File: src/rtl/store_commit_buffer.sv
// -----------------------------------------------------------------------------
// store_commit_buffer
//
// Holds stores that the ROB has committed and drains them in program order to
// data memory over a req/ack handshake, one request per store. Each store is
// converted to its memory form (word address, lane-replicated data, byte
// enables) when it is pushed, so the drain side forwards the head entry as-is.
// Because committed stores are architectural, ROB flushes and exceptions do not
// affect the buffer. Load addresses are compared against every pending word so
// that the load unit can stall loads that alias a pending store.
//
// Ports
//   clk, rst                   rising-edge clock, async active-low reset
//   commit_MemWrite            one-cycle pulse per committed store
//   commit_Addr/value/funct3   store byte address, raw data, size (SB/SH/SW)
//   ld_addr, ld_valid          load probe for the alias check
//   mem_ack                    memory accepted the current request
//   mem_req                    request valid (high while BUSY)
//   mem_addr/wdata/be          head store, word-aligned, lane-shifted
//   buf_full/empty/count       occupancy
//   ld_conflict                comb.: load word matches some pending store
//   store_err                  one-cycle pulse after a rejected store
//   overflow_err               sticky: store dropped because buffer was full
// -----------------------------------------------------------------------------
module store_commit_buffer #(
  parameter int DEPTH = 8,
  parameter int CNT_W = $clog2(DEPTH) + 1
) (
  input  logic             clk,
  input  logic             rst,
  input  logic             commit_MemWrite,
  input  logic [31:0]      commit_Addr,
  input  logic [31:0]      commit_value,
  input  logic [2:0]       commit_funct3,
  input  logic [31:0]      ld_addr,
  input  logic             ld_valid,
  input  logic             mem_ack,
  output logic             mem_req,
  output logic [31:0]      mem_addr,
  output logic [31:0]      mem_wdata,
  output logic [3:0]       mem_be,
  output logic             buf_full,
  output logic             buf_empty,
  output logic [CNT_W-1:0] buf_count,
  output logic             ld_conflict,
  output logic             store_err,
  output logic             overflow_err
);

  localparam int PTR_W = $clog2(DEPTH);
  localparam logic [CNT_W-1:0] FULL_CNT = CNT_W'(DEPTH);

  localparam logic [2:0] F3_SB = 3'b000;
  localparam logic [2:0] F3_SH = 3'b001;
  localparam logic [2:0] F3_SW = 3'b010;

  typedef enum logic {
    S_IDLE,
    S_BUSY
  } state_e;

  // A buffered store in the exact form it is presented to memory.
  typedef struct packed {
    logic [29:0] waddr;
    logic [31:0] data;
    logic [3:0]  be;
  } entry_t;

  // ---------------------------------------------------------------------------
  // Storage and control state
  // ---------------------------------------------------------------------------
  entry_t             entries_q [DEPTH];
  logic [DEPTH-1:0]   valid_q,   valid_d;
  logic [PTR_W-1:0]   head_q,    head_d;
  logic [PTR_W-1:0]   tail_q,    tail_d;
  logic [CNT_W-1:0]   count_q,   count_d;
  state_e             state_q,   state_d;
  logic               store_err_q, store_err_d;
  logic               overflow_q,  overflow_d;

  // ---------------------------------------------------------------------------
  // Store encoding
  // ---------------------------------------------------------------------------
  logic [1:0]  lane;
  logic        enc_ok;
  logic [3:0]  enc_be;
  logic [31:0] enc_data;
  entry_t      push_entry;

  assign lane = commit_Addr[1:0];

  // NOTE: every combinational output gets a default before the case; a path
  // that leaves one unassigned would infer a latch.
  always_comb begin
    enc_ok   = 1'b0;
    enc_be   = 4'h0;
    enc_data = 32'h0;
    case (commit_funct3)
      F3_SB: begin
        enc_ok   = 1'b1;
        enc_be   = 4'b0001 << lane;
        enc_data = {4{commit_value[7:0]}};
      end
      F3_SH: begin
        enc_ok   = ~lane[0];
        enc_be   = 4'b0011 << lane;
        enc_data = {2{commit_value[15:0]}};
      end
      F3_SW: begin
        enc_ok   = (lane == 2'b00);
        enc_be   = 4'hF;
        enc_data = commit_value;
      end
      default: ;
    endcase
  end

  assign push_entry = '{waddr: commit_Addr[31:2], data: enc_data, be: enc_be};

  // ---------------------------------------------------------------------------
  // Push / pop decisions
  // ---------------------------------------------------------------------------
  logic legal_store;
  logic pop;
  logic push;
  logic full_now;

  assign full_now    = (count_q == FULL_CNT);
  assign legal_store = commit_MemWrite & enc_ok;
  assign pop         = mem_req & mem_ack;
  // A slot freed by this cycle's pop may be reused by this cycle's push,
  // which is what lets a store commit into a full buffer on an ack cycle.
  assign push        = legal_store & (~full_now | pop);

  always_comb begin
    head_d      = head_q;
    tail_d      = tail_q;
    valid_d     = valid_q;
    count_d     = count_q;
    store_err_d = commit_MemWrite & ~enc_ok;
    overflow_d  = overflow_q | (legal_store & full_now & ~pop);

    // Clear before set: at full with push+pop, head and tail index the same
    // slot and it must stay valid for the newly written store.
    if (pop) begin
      valid_d[head_q] = 1'b0;
      head_d          = head_q + 1'b1;
    end
    if (push) begin
      valid_d[tail_q] = 1'b1;
      tail_d          = tail_q + 1'b1;
    end

    case ({push, pop})
      2'b10:   count_d = count_q + 1'b1;
      2'b01:   count_d = count_q - 1'b1;
      default: ;
    endcase
  end

  // ---------------------------------------------------------------------------
  // Drain FSM
  // ---------------------------------------------------------------------------
  // IDLE looks at the registered count, so a store pushed into an empty
  // buffer reaches memory two cycles after its commit.
  always_comb begin
    state_d = state_q;
    case (state_q)
      S_IDLE: if (count_q != '0) state_d = S_BUSY;
      S_BUSY: if (pop && count_d == '0) state_d = S_IDLE;
      default: state_d = S_IDLE;
    endcase
  end

  // ---------------------------------------------------------------------------
  // Registers
  // ---------------------------------------------------------------------------
  // NOTE: sequential state uses non-blocking assignments so every register
  // samples the pre-edge values regardless of statement order.
  always_ff @(posedge clk or negedge rst) begin
    if (!rst) begin
      head_q      <= '0;
      tail_q      <= '0;
      count_q     <= '0;
      valid_q     <= '0;
      state_q     <= S_IDLE;
      store_err_q <= 1'b0;
      overflow_q  <= 1'b0;
    end else begin
      head_q      <= head_d;
      tail_q      <= tail_d;
      count_q     <= count_d;
      valid_q     <= valid_d;
      state_q     <= state_d;
      store_err_q <= store_err_d;
      overflow_q  <= overflow_d;
    end
  end

  // NOTE: the payload array has no reset; valid_q gates every read, so stale
  // contents are never observed and the array can map to plain storage.
  always_ff @(posedge clk) begin
    if (push) begin
      entries_q[tail_q] <= push_entry;
    end
  end

  // ---------------------------------------------------------------------------
  // Load alias check (includes the head store still in flight)
  // ---------------------------------------------------------------------------
  logic alias_hit;
  logic [1:0] ld_lane_unused;

  assign ld_lane_unused = ld_addr[1:0];

  always_comb begin
    alias_hit = 1'b0;
    for (int i = 0; i < DEPTH; i++) begin
      if (valid_q[i] && entries_q[i].waddr == ld_addr[31:2]) begin
        alias_hit = 1'b1;
      end
    end
  end

  assign ld_conflict = ld_valid & alias_hit;

  // ---------------------------------------------------------------------------
  // Outputs
  // ---------------------------------------------------------------------------
  entry_t head_entry;
  logic   busy;

  assign busy       = (state_q == S_BUSY);
  assign head_entry = entries_q[head_q];

  // Memory outputs read zero outside BUSY so the bus is quiet when idle.
  assign mem_req   = busy;
  assign mem_addr  = busy ? {head_entry.waddr, 2'b00} : 32'h0;
  assign mem_wdata = busy ? head_entry.data : 32'h0;
  assign mem_be    = busy ? head_entry.be : 4'h0;

  assign buf_count    = count_q;
  assign buf_full     = full_now;
  assign buf_empty    = (count_q == '0);
  assign store_err    = store_err_q;
  assign overflow_err = overflow_q;

endmodule

File: config.mk
export PLATFORM = sky130hd
export DESIGN_NAME = store_commit_buffer
export DESIGN_NICKNAME = d
export VERILOG_FILES = /design/src/rtl/store_commit_buffer.sv
export SDC_FILE = /design/constraint.sdc
export NUM_CORES = 1
export LEC_CHECK = 0
export ABC_AREA = 1
export CORE_AREA = 2 2 229 231
export DETAILED_ROUTE_END_ITERATION = 8
export DIE_AREA = 0 0 231 233
export DONT_BUFFER_PORTS = 1
export SYNTH_ARGS = -nofsm -noshare
export SYNTH_HDL_FRONTEND = slang
export SYNTH_SLANG_ARGS = --single-unit
File: constraint.sdc
create_clock -name clk -period 7.8 [get_ports clk]
set_input_delay 0.78 -clock clk [delete_from_list [all_inputs] [get_ports clk]]
set_output_delay 0.78 -clock clk [all_outputs]
set_load 0.02 [all_outputs]
==> run summary, run 1 <==
# diodes: 0
PwrDens: 332 nW/um2
Total Routing Usage GR: 31.2%
Multi-input gate area: 7850 um2
Clock tree buffer depth: 3
Initial Util: 49.8%
Sequential fraction of the synthesis area: 64.3%
Leak: 9.80 nW
NetSw: 3.59 mW
Antenna violations before repair: 0
CP Class: reg -> out
Detailed-route DRC error count: 0
Mean post-synth cell area: 10.7 um2
Die Y: 233 um
Final hold vios: 0
Clock Skew: 0.0257 ns
Cell variety after synth: 35
Largest net degree at the start of global routing: 200
Clock Latency Late Sink: 0.63 ns
Final wirelength: 83.9 mm
Top delay family on crit path: compound AO/OA/AOI/OAI gates
VDD IR max: 0.276 mV
Commonest non-fill, non-tap cell in the layout: edfxtp_1
Slowest CP cell: a41oi_1
Most frequent cells in the layout: 528 x edfxtp_1, 483 x nand2_1, 258 x nor2_1
Vias in the first global route: 17300
Core ar.: 51100 um2
Number of CTS-inserted buffers: 57
DR WL/cell: 27.4 um
Pre-CTS WS: 3.53 ns
CP Cell Sequence: inv_2, nor2_4, buf_4, o211ai_1, a41oi_1
DPL Wire Length: 54.7 mm
Hold crit path type: in -> reg
Fmax: 0.224 GHz
FF-to-FF Start: mem_req
Crit. Startpoint: head_q[2]
Sequential cell fraction of total power: 38.3%
CTS Sinks: 549
Reg area: 16400 um2
GRT met2 Usage: 50.2%
Router iterations before antenna repair: 6
Busiest layer in global routing: met2
Met3 Resource Use GR: 7.07%
Post-route insts no fill: 3059
Fillers: 4470
Placed instance area: 26000 um2
First-pass GRT wire length: 120 mm
Max Cap Viol: 0
HP Start: commit_Addr[11]
Buf+Inv Stages, Crit Path: 2
Max Slew Vio Count: 0
Die width: 231 um
Area growth syn-to-layout: 9.16%
Total power: 9.22 mW
Ys Warns: 0
Post-synthesis cell count: 2379
Setup ws final: 3.33 ns
Tmin final: 4.47 ns
Layout cells sized above 1: 6.31%
Clock power share: 28.9%
Post-route cell area: 27800 um2
RSZ-0062 raised after global routing: no
CTS tree: done
CP arrival: 3.69 ns
P_int: 5.63 mW
IO Count: 182
Die area: 53800 um2
Worst-Margin Slew: 1.14 ns
H-Tree Depth: 2
Status: finished clean
CTS root buf: clkbuf_16
DR vias: 18300
Worst Setup Start Kind: register
Slew headroom: 24.1%
Num rows: 83
Critical Path Fanout Max: 49
Port Buffers: 0
Placer Congestion: 1.02
Largest stage delay on the critical path: 0.83 ns
Flops & latches, synth: 549
Placed cells: 2954
Final worst-path cycle share: 57.3%
Setup Viol. Count Final: 0
Setup TNS: 0 ns
Net Sw Frac: 38.9%
GRT overflow: 0
Worst-path clk slew: 0.07 ns
Antenna-violating nets left: 0
Vias/cell: 5.97
Critical path capture point type: output pin
DRT iter0 DRCs: 2002
Critical path required time: 7.02 ns
Post-Syn Area: 25500 um2
Final net count: 2443
Gate power share: 32.8%
Met1 GRT Util: 40.9%
==> layer usage <==
layer | part of all wire [%] | routed length (um) | up-vias
met4 | 4.2 | 3490 | 0
met5 | 0 | 0 | -
met3 | 9.1 | 7670 | 160
met1 | 40 | 33500 | 9014
met2 | 47 | 39200 | 844
li1 | - | - | 8256
==> flip-flops by register name, summed over array words and instances (netlist names) <==
signal	cells
buf_count	4
entries_q	528
head_q	3
mem_req	1
overflow_err	1
store_err	1
tail_q	3
valid_q	8
==> path summary, 6_finish.rpt <==
path	endpoint	slack [ns]	depth (start not counted)
min in group asynchronous	overflow_err	0.74	1
max in group asynchronous	head_q[0]	6.37	1
worst max register to register	entries_q[1][53]	4.08	5
worst min-delay path	entries_q[4][45]	0.24	0
worst max-delay path	mem_addr[18]	3.33	5
worst min register to register	valid_q[2]	0.52	2
==> power groups by stage <==
| stage | clock [mW] | sequential [mW] | combinational [mW] |
|---|---|---|---|
| 5_1_grt | 2.80 | 3.54 | 3.25 |
| 6_report | 2.66 | 3.53 | 3.03 |
| 2_1_floorplan | 0 | 3.52 | 2.25 |
| 4_1_cts | 2.69 | 3.53 | 3.04 |
| 3_5_place_dp | 0 | 3.59 | 3.03 |
| 3_3_place_gp | 0 | 3.58 | 3.00 |
==> logic make-up after synthesis <==
kind of cell,count (synthesis),share of synthesized area (%)
AO/OA/AOI/OAI,639,15.7
XOR/XNOR,69,2.37
adder cells (fa/ha/maj),5,0.275
buffers and inverters,323,5.23
flip-flops,549,64.3
other,1,0.0147
AND/OR/NAND/NOR,793,12.1
==> layout make-up <==
class	instances	share of cell area (%)
Inverter	197	2.68
Clock inverter	30	1.03
Clock buffer	74	5.44
Multi-Input combinational cell	1508	28.2
Sequential cell	549	58.9
Timing Repair Buffer	21	0.621
Tap cell	680	3.06
==> cells in the mapped netlist <==
library cell	n	area share [%]
nand3_2	2	0.079
o21bai_1	1	0.029
xnor2_1	27	0.93
nor2_2	1	0.025
nor4_1	1	0.025
nand2_2	2	0.049
o21ai_0	210	4.1
o21ai_1	119	2.3
a22o_1	8	0.28
conb_1	1	0.015
buf_1	4	0.059
nand2_4	3	0.13
inv_2	29	0.43
buf_2	80	1.6
buf_4	5	0.15
dfrtp_1	21	2.1
o211ai_1	83	2.4
nand2_1	484	7.1
nand4_1	4	0.098
a21oi_1	27	0.53
o31ai_1	4	0.12
clkbuf_1	37	0.55
xor2_1	42	1.4
or2_1	1	0.025
o21a_1	120	3.5
nand4_2	1	0.049
nand3_1	23	0.45
edfxtp_1	528	62
a41oi_1	66	2.3
inv_1	168	2.5
ha_1	4	0.20
nor2_1	269	4.0
nor3_1	2	0.039
o311ai_0	1	0.034
fa_1	1	0.079
==> through the flow <==
step | hold slack [ns] | util [%]
floorplan | 0.457 | -
finish | 0.239 | 54.4
global route | 0.214 | 54.4
detailed placement | 0.485 | 50.9
CTS | 0.208 | 54.4
global placement | 0.485 | 50.9
==> repair_timing <==
item,CTS,global route
hold endpoints to repair,21,0
resized for setup,0,0
hold buffers,1,0
setup buffers,0,0
No activity file was read; power rests on OpenSTA's default activity.
==> run 2, diff against run 1 <==
clock period = 4.25 ns   (was 7.8 ns; I/O delays follow)
==> run summary, run 2 (same netlist as run 1, synthesis figures left out) <==
Core ar.: 51100 um2
Tmin final: 3.74 ns
DPL Wire Length: 55.7 mm
CP Class: reg -> out
CTS Sinks: 549
Max Cap Viol: 0
Area growth syn-to-layout: 12.0%
Antenna-violating nets left: 0
Highest Signal Layer: met5
GRT overflow: 0
PwrDens: 609 nW/um2
CTS root buf: clkbuf_16
Fmax: 0.268 GHz
Placed instance area: 26300 um2
Flip-flop count of the largest register after layout: 528
Leak: 10.1 nW
Die Y: 233 um
Worst-path clk slew: 0.06 ns
CP arrival: 3.31 ns
CTS tree: done
DR WL/cell: 27.1 um
Largest net degree at the start of global routing: 138
Slew headroom: 22.4%
Setup TNS: 0 ns
Reg with most FFs: entries_q
Clock tree buffer depth: 3
Final hold vios: 0
Status: finished clean
Final worst-path cycle share: 87.9%
VDD IR max: 0.422 mV
Final net count: 2491
IO Count: 182
Final wirelength: 84.1 mm
Clock Latency Late Sink: 0.64 ns
Total Routing Usage GR: 31.3%
Antenna violations before repair: 6
Setup Viol. Count Final: 0
Die area: 53800 um2
Setup bufs post-CTS: 0
Commonest non-fill, non-tap cell in the layout: edfxtp_1
Worst-Margin Slew: 1.15 ns
Num rows: 83
RSZ-0062 raised after global routing: no
H-Tree Depth: 2
Clock Skew: 0.0334 ns
Router iterations before antenna repair: 6
Critical Path Fanout Max: 80
Vias/cell: 5.92
DRT iter0 DRCs: 1868
Placer Congestion: 0.977
Fillers: 4479
First-pass GRT wire length: 121 mm
DR vias: 18400
Total power: 17.4 mW
Met2 routed wirelength: 39.5 mm
Number of CTS-inserted buffers: 57
Detailed-route DRC error count: 0
Critical path required time: 3.83 ns
Hold crit path type: in -> reg
Met3 WL: 7.10 mm
Post-route cell area: 28500 um2
Vias in the first global route: 17700
Initial Util: 49.8%
Metal1 wirelength: 33.6 mm
R2R Setup Slk: 1.26 ns
Max Slew Vio Count: 0
Layout cells sized above 1: 6.84%
Most frequent cells in the layout: 528 x edfxtp_1, 483 x nand2_1, 258 x nor2_1
Worst Setup Start Kind: register
Die width: 231 um
Critical path capture point type: output pin
Port Buffers: 0
[run 2: critical path: stages (launching register included)]
cell and delay, ns:
dfrtp_4 0.74, inv_6 0.57, buf_12 0.38, o21ai_0 0.18
a41oi_1 0.72
[run 2: final cells by class]
class / count / area (um2) / area share, %
antenna: 2 / 5.00 / 0.0175
clock buffer: 70 / 1500 / 5.24
clock inverter: 33 / 405 / 1.42
inverter: 197 / 744 / 2.61
multi-input combinational: 1508 / 7850 / 27.5
sequential: 549 / 16400 / 57.4
tap: 680 / 851 / 2.98
timing repair buffer: 69 / 798 / 2.80
[run 2: what timing repair did]
| item | CTS | global route |
|---|---|---|
| resized for setup | 0 | 0 |
| hold buffers | 32 | 0 |
| hold endpoints to repair | 265 | 0 |
[run 2: worst paths after layout]
path / startpoint / endpoint / cells after the start
min in group asynchronous: rst / mem_req / 1
min: commit_MemWrite / buf_count[2] / 3
max reg2reg: mem_req / entries_q[6][64] / 6
max in group asynchronous: rst / head_q[0] / 1
min reg2reg: valid_q[2] / valid_q[2] / 2
max: head_q[0] / mem_wdata[29] / 4
[run 2: stage by stage]
| step | util, % | worst slack [ns] | cells | hold WS (ns) |
|---|---|---|---|---|
| 6_report | 55.8 | 0.514 | 3108 | 0.0939 |
| 5_1_grt | 55.8 | 0.384 | 3107 | 0.0964 |
| 2_1_floorplan | - | -0.273 | 2380 | 0.129 |
| 3_5_place_dp | 51.5 | 0.993 | 2971 | 0.130 |
| 4_1_cts | 55.8 | 0.499 | 3106 | 0.0569 |
| 3_3_place_gp | 51.5 | 1.07 | 2971 | 0.130 |
[run 2: layer usage]
layer | global-route usage [%] | vias to the layer above
met5 | 0 | -
met4 | 13.6 | 8
met3 | 7.38 | 174
met2 | 50.4 | 844
met1 | 40.5 | 9000
li1 | - | 8364
[run 2: where the power goes]
| part | leakage [nW] | internal, mW | switching (mW) | total, mW |
|---|---|---|---|---|
| logic | 4.13 | 1.51 | 4.21 | 5.72 |
| clock network | 0.922 | 3.04 | 2.11 | 5.15 |
| registers | 5.06 | 6.20 | 0.309 | 6.51 |
==> run 3, diff against run 2 <==
PLACE_DENSITY = 0.76   (was not set)
==> run summary, run 3 (same netlist as run 1, synthesis figures left out) <==
Pre-CTS WS: 1.04 ns
Commonest non-fill, non-tap cell in the layout: edfxtp_1
Setup TNS: 0 ns
P_int: 10.6 mW
DPL Wire Length: 55.7 mm
Top delay family on crit path: buffers and inverters
Post-layout util: 55.6%
Clock tree buffer depth: 3
Largest net degree at the start of global routing: 121
Core ar.: 51100 um2
Fmax: 0.254 GHz
Reg area: 16400 um2
PwrDens: 608 nW/um2
Antenna-violating nets left: 0
Critical Path Fanout Max: 78
CP arrival: 3.50 ns
CTS root buf: clkbuf_16
CTS Sinks: 549
Worst Setup Start Kind: register
Hold WS: 0.0879 ns
Flip-flop count of the largest register after layout: 528
Number of CTS-inserted buffers: 57
Sequential cell fraction of total power: 37.8%
Final wirelength: 83.0 mm
Hold_buf cts: 32
Setup Viol. Count Final: 0
Die width: 231 um
VDD IR max: 0.654 mV
Max Slew Vio Count: 0
Vias/cell: 6.00
Reg with most FFs: entries_q
Final hold vios: 0
Clock Skew: 0.0165 ns
Placed cells: 2971
Vias in the first global route: 17800
Final worst-path cycle share: 92.5%
CP Class: reg -> out
Largest stage delay on the critical path: 0.81 ns
Buf+Inv Stages, Crit Path: 2
Setup bufs post-CTS: 0
Initial Util: 49.8%
RSZ-0062 raised after global routing: no
GRT overflow: 0
Port Buffers: 0
CTS tree: done
Multi-input gate area: 7840 um2
Worst-path clk slew: 0.07 ns
Max Cap Viol: 0
Clock power share: 29.0%
Critical path capture point type: output pin
Gate power share: 33.2%
H-Tree Depth: 2
Placed instance area: 26200 um2
Die area: 53800 um2
Final net count: 2491
DR vias: 18700
Layout cells sized above 1: 7.24%
Area growth syn-to-layout: 11.5%
DRT iter0 DRCs: 2286
Status: finished clean
First-pass GRT wire length: 120 mm
Placer Congestion: 1.05
Num rows: 83
Antenna violations before repair: 4
Slowest CP cell: dfrtp_4
CP Cell Sequence: inv_6, buf_4, o21ai_0, a41oi_1
Setup ws final: 0.321 ns
NetSw: 6.69 mW
Leak: 10.1 nW
Clock Latency Late Sink: 0.63 ns
Total Routing Usage GR: 30.8%
DR WL/cell: 26.6 um
Post-CTS Resized: 0
Total power: 17.3 mW
IO Count: 182
Slew headroom: 18.8%
Post-route cell area: 28400 um2
Most frequent cells in the layout: 528 x edfxtp_1, 483 x nand2_1, 258 x nor2_1
Tmin final: 3.93 ns
Fillers: 4319
Detailed-route DRC error count: 0
Die Y: 233 um
Net Sw Frac: 38.8%
Critical path required time: 3.83 ns
Worst-Margin Slew: 1.21 ns
Hold crit path type: in -> reg
Router iterations before antenna repair: 6
Post-route insts no fill: 3114
run 3: cell types whose count changed in the layout (fill, tap and decap cells not counted), moves of 2 or more:
cell	before	now
buf_12	16	6
buf_4	21	31
bufinv_16	9	5
clkbuf_1	12	7
clkbuf_8	0	2
clkinv_16	0	2
clkinv_2	6	13
clkinvlp_4	1	4
diode_2	2	4
run 3: final timing paths:
path                                     to  slack [ns]       startpoint  cells after the start
min in group asynchronous         store_err        0.40              rst                      1
min reg2reg                      valid_q[5]        0.51       valid_q[5]                      2
max in group asynchronous         head_q[0]        3.13              rst                      1
max reg2reg                entries_q[1][62]        1.32          mem_req                      5
min                            buf_count[2]        0.09  commit_MemWrite                      3
max                           mem_wdata[30]        0.32        head_q[0]                      4
run 3: area by class of cell:
type	instances	share of cell area, %
diodes	4	0.0353
clock buffers	67	5.30
clock inverters	40	1.33
inverters	197	2.62
multi-input cells	1508	27.6
flip-flops and latches	549	57.7
well taps	680	3.00
repair buffers	69	2.37
run 3: worst reg2reg max path, stage by stage, from the launching register on:
cell,delay [ns]
dfrtp_1,0.52
nand2_2,0.24
nand3_2,0.21
nand4_1,0.56
nor2_4,0.27
buf_4,0.71
run 3: routing by layer:
metal	wire, um	vias up	track usage, %
met5	31	-	0
met4	4120	4	14.6
met3	8300	175	6.08
met2	39300	1062	50.5
met1	31200	9076	39.4
li1	-	8369	-
run 3: power groups by stage:
stage | logic [mW] | clock network [mW] | registers (mW)
after global placement | 5.52 | 0 | 6.62
after global routing | 6.13 | 5.23 | 6.55
after CTS | 5.70 | 5.04 | 6.53
after floorplan | 4.13 | 0 | 6.46
final | 5.73 | 5.00 | 6.53
after detailed placement | 5.62 | 0 | 6.64
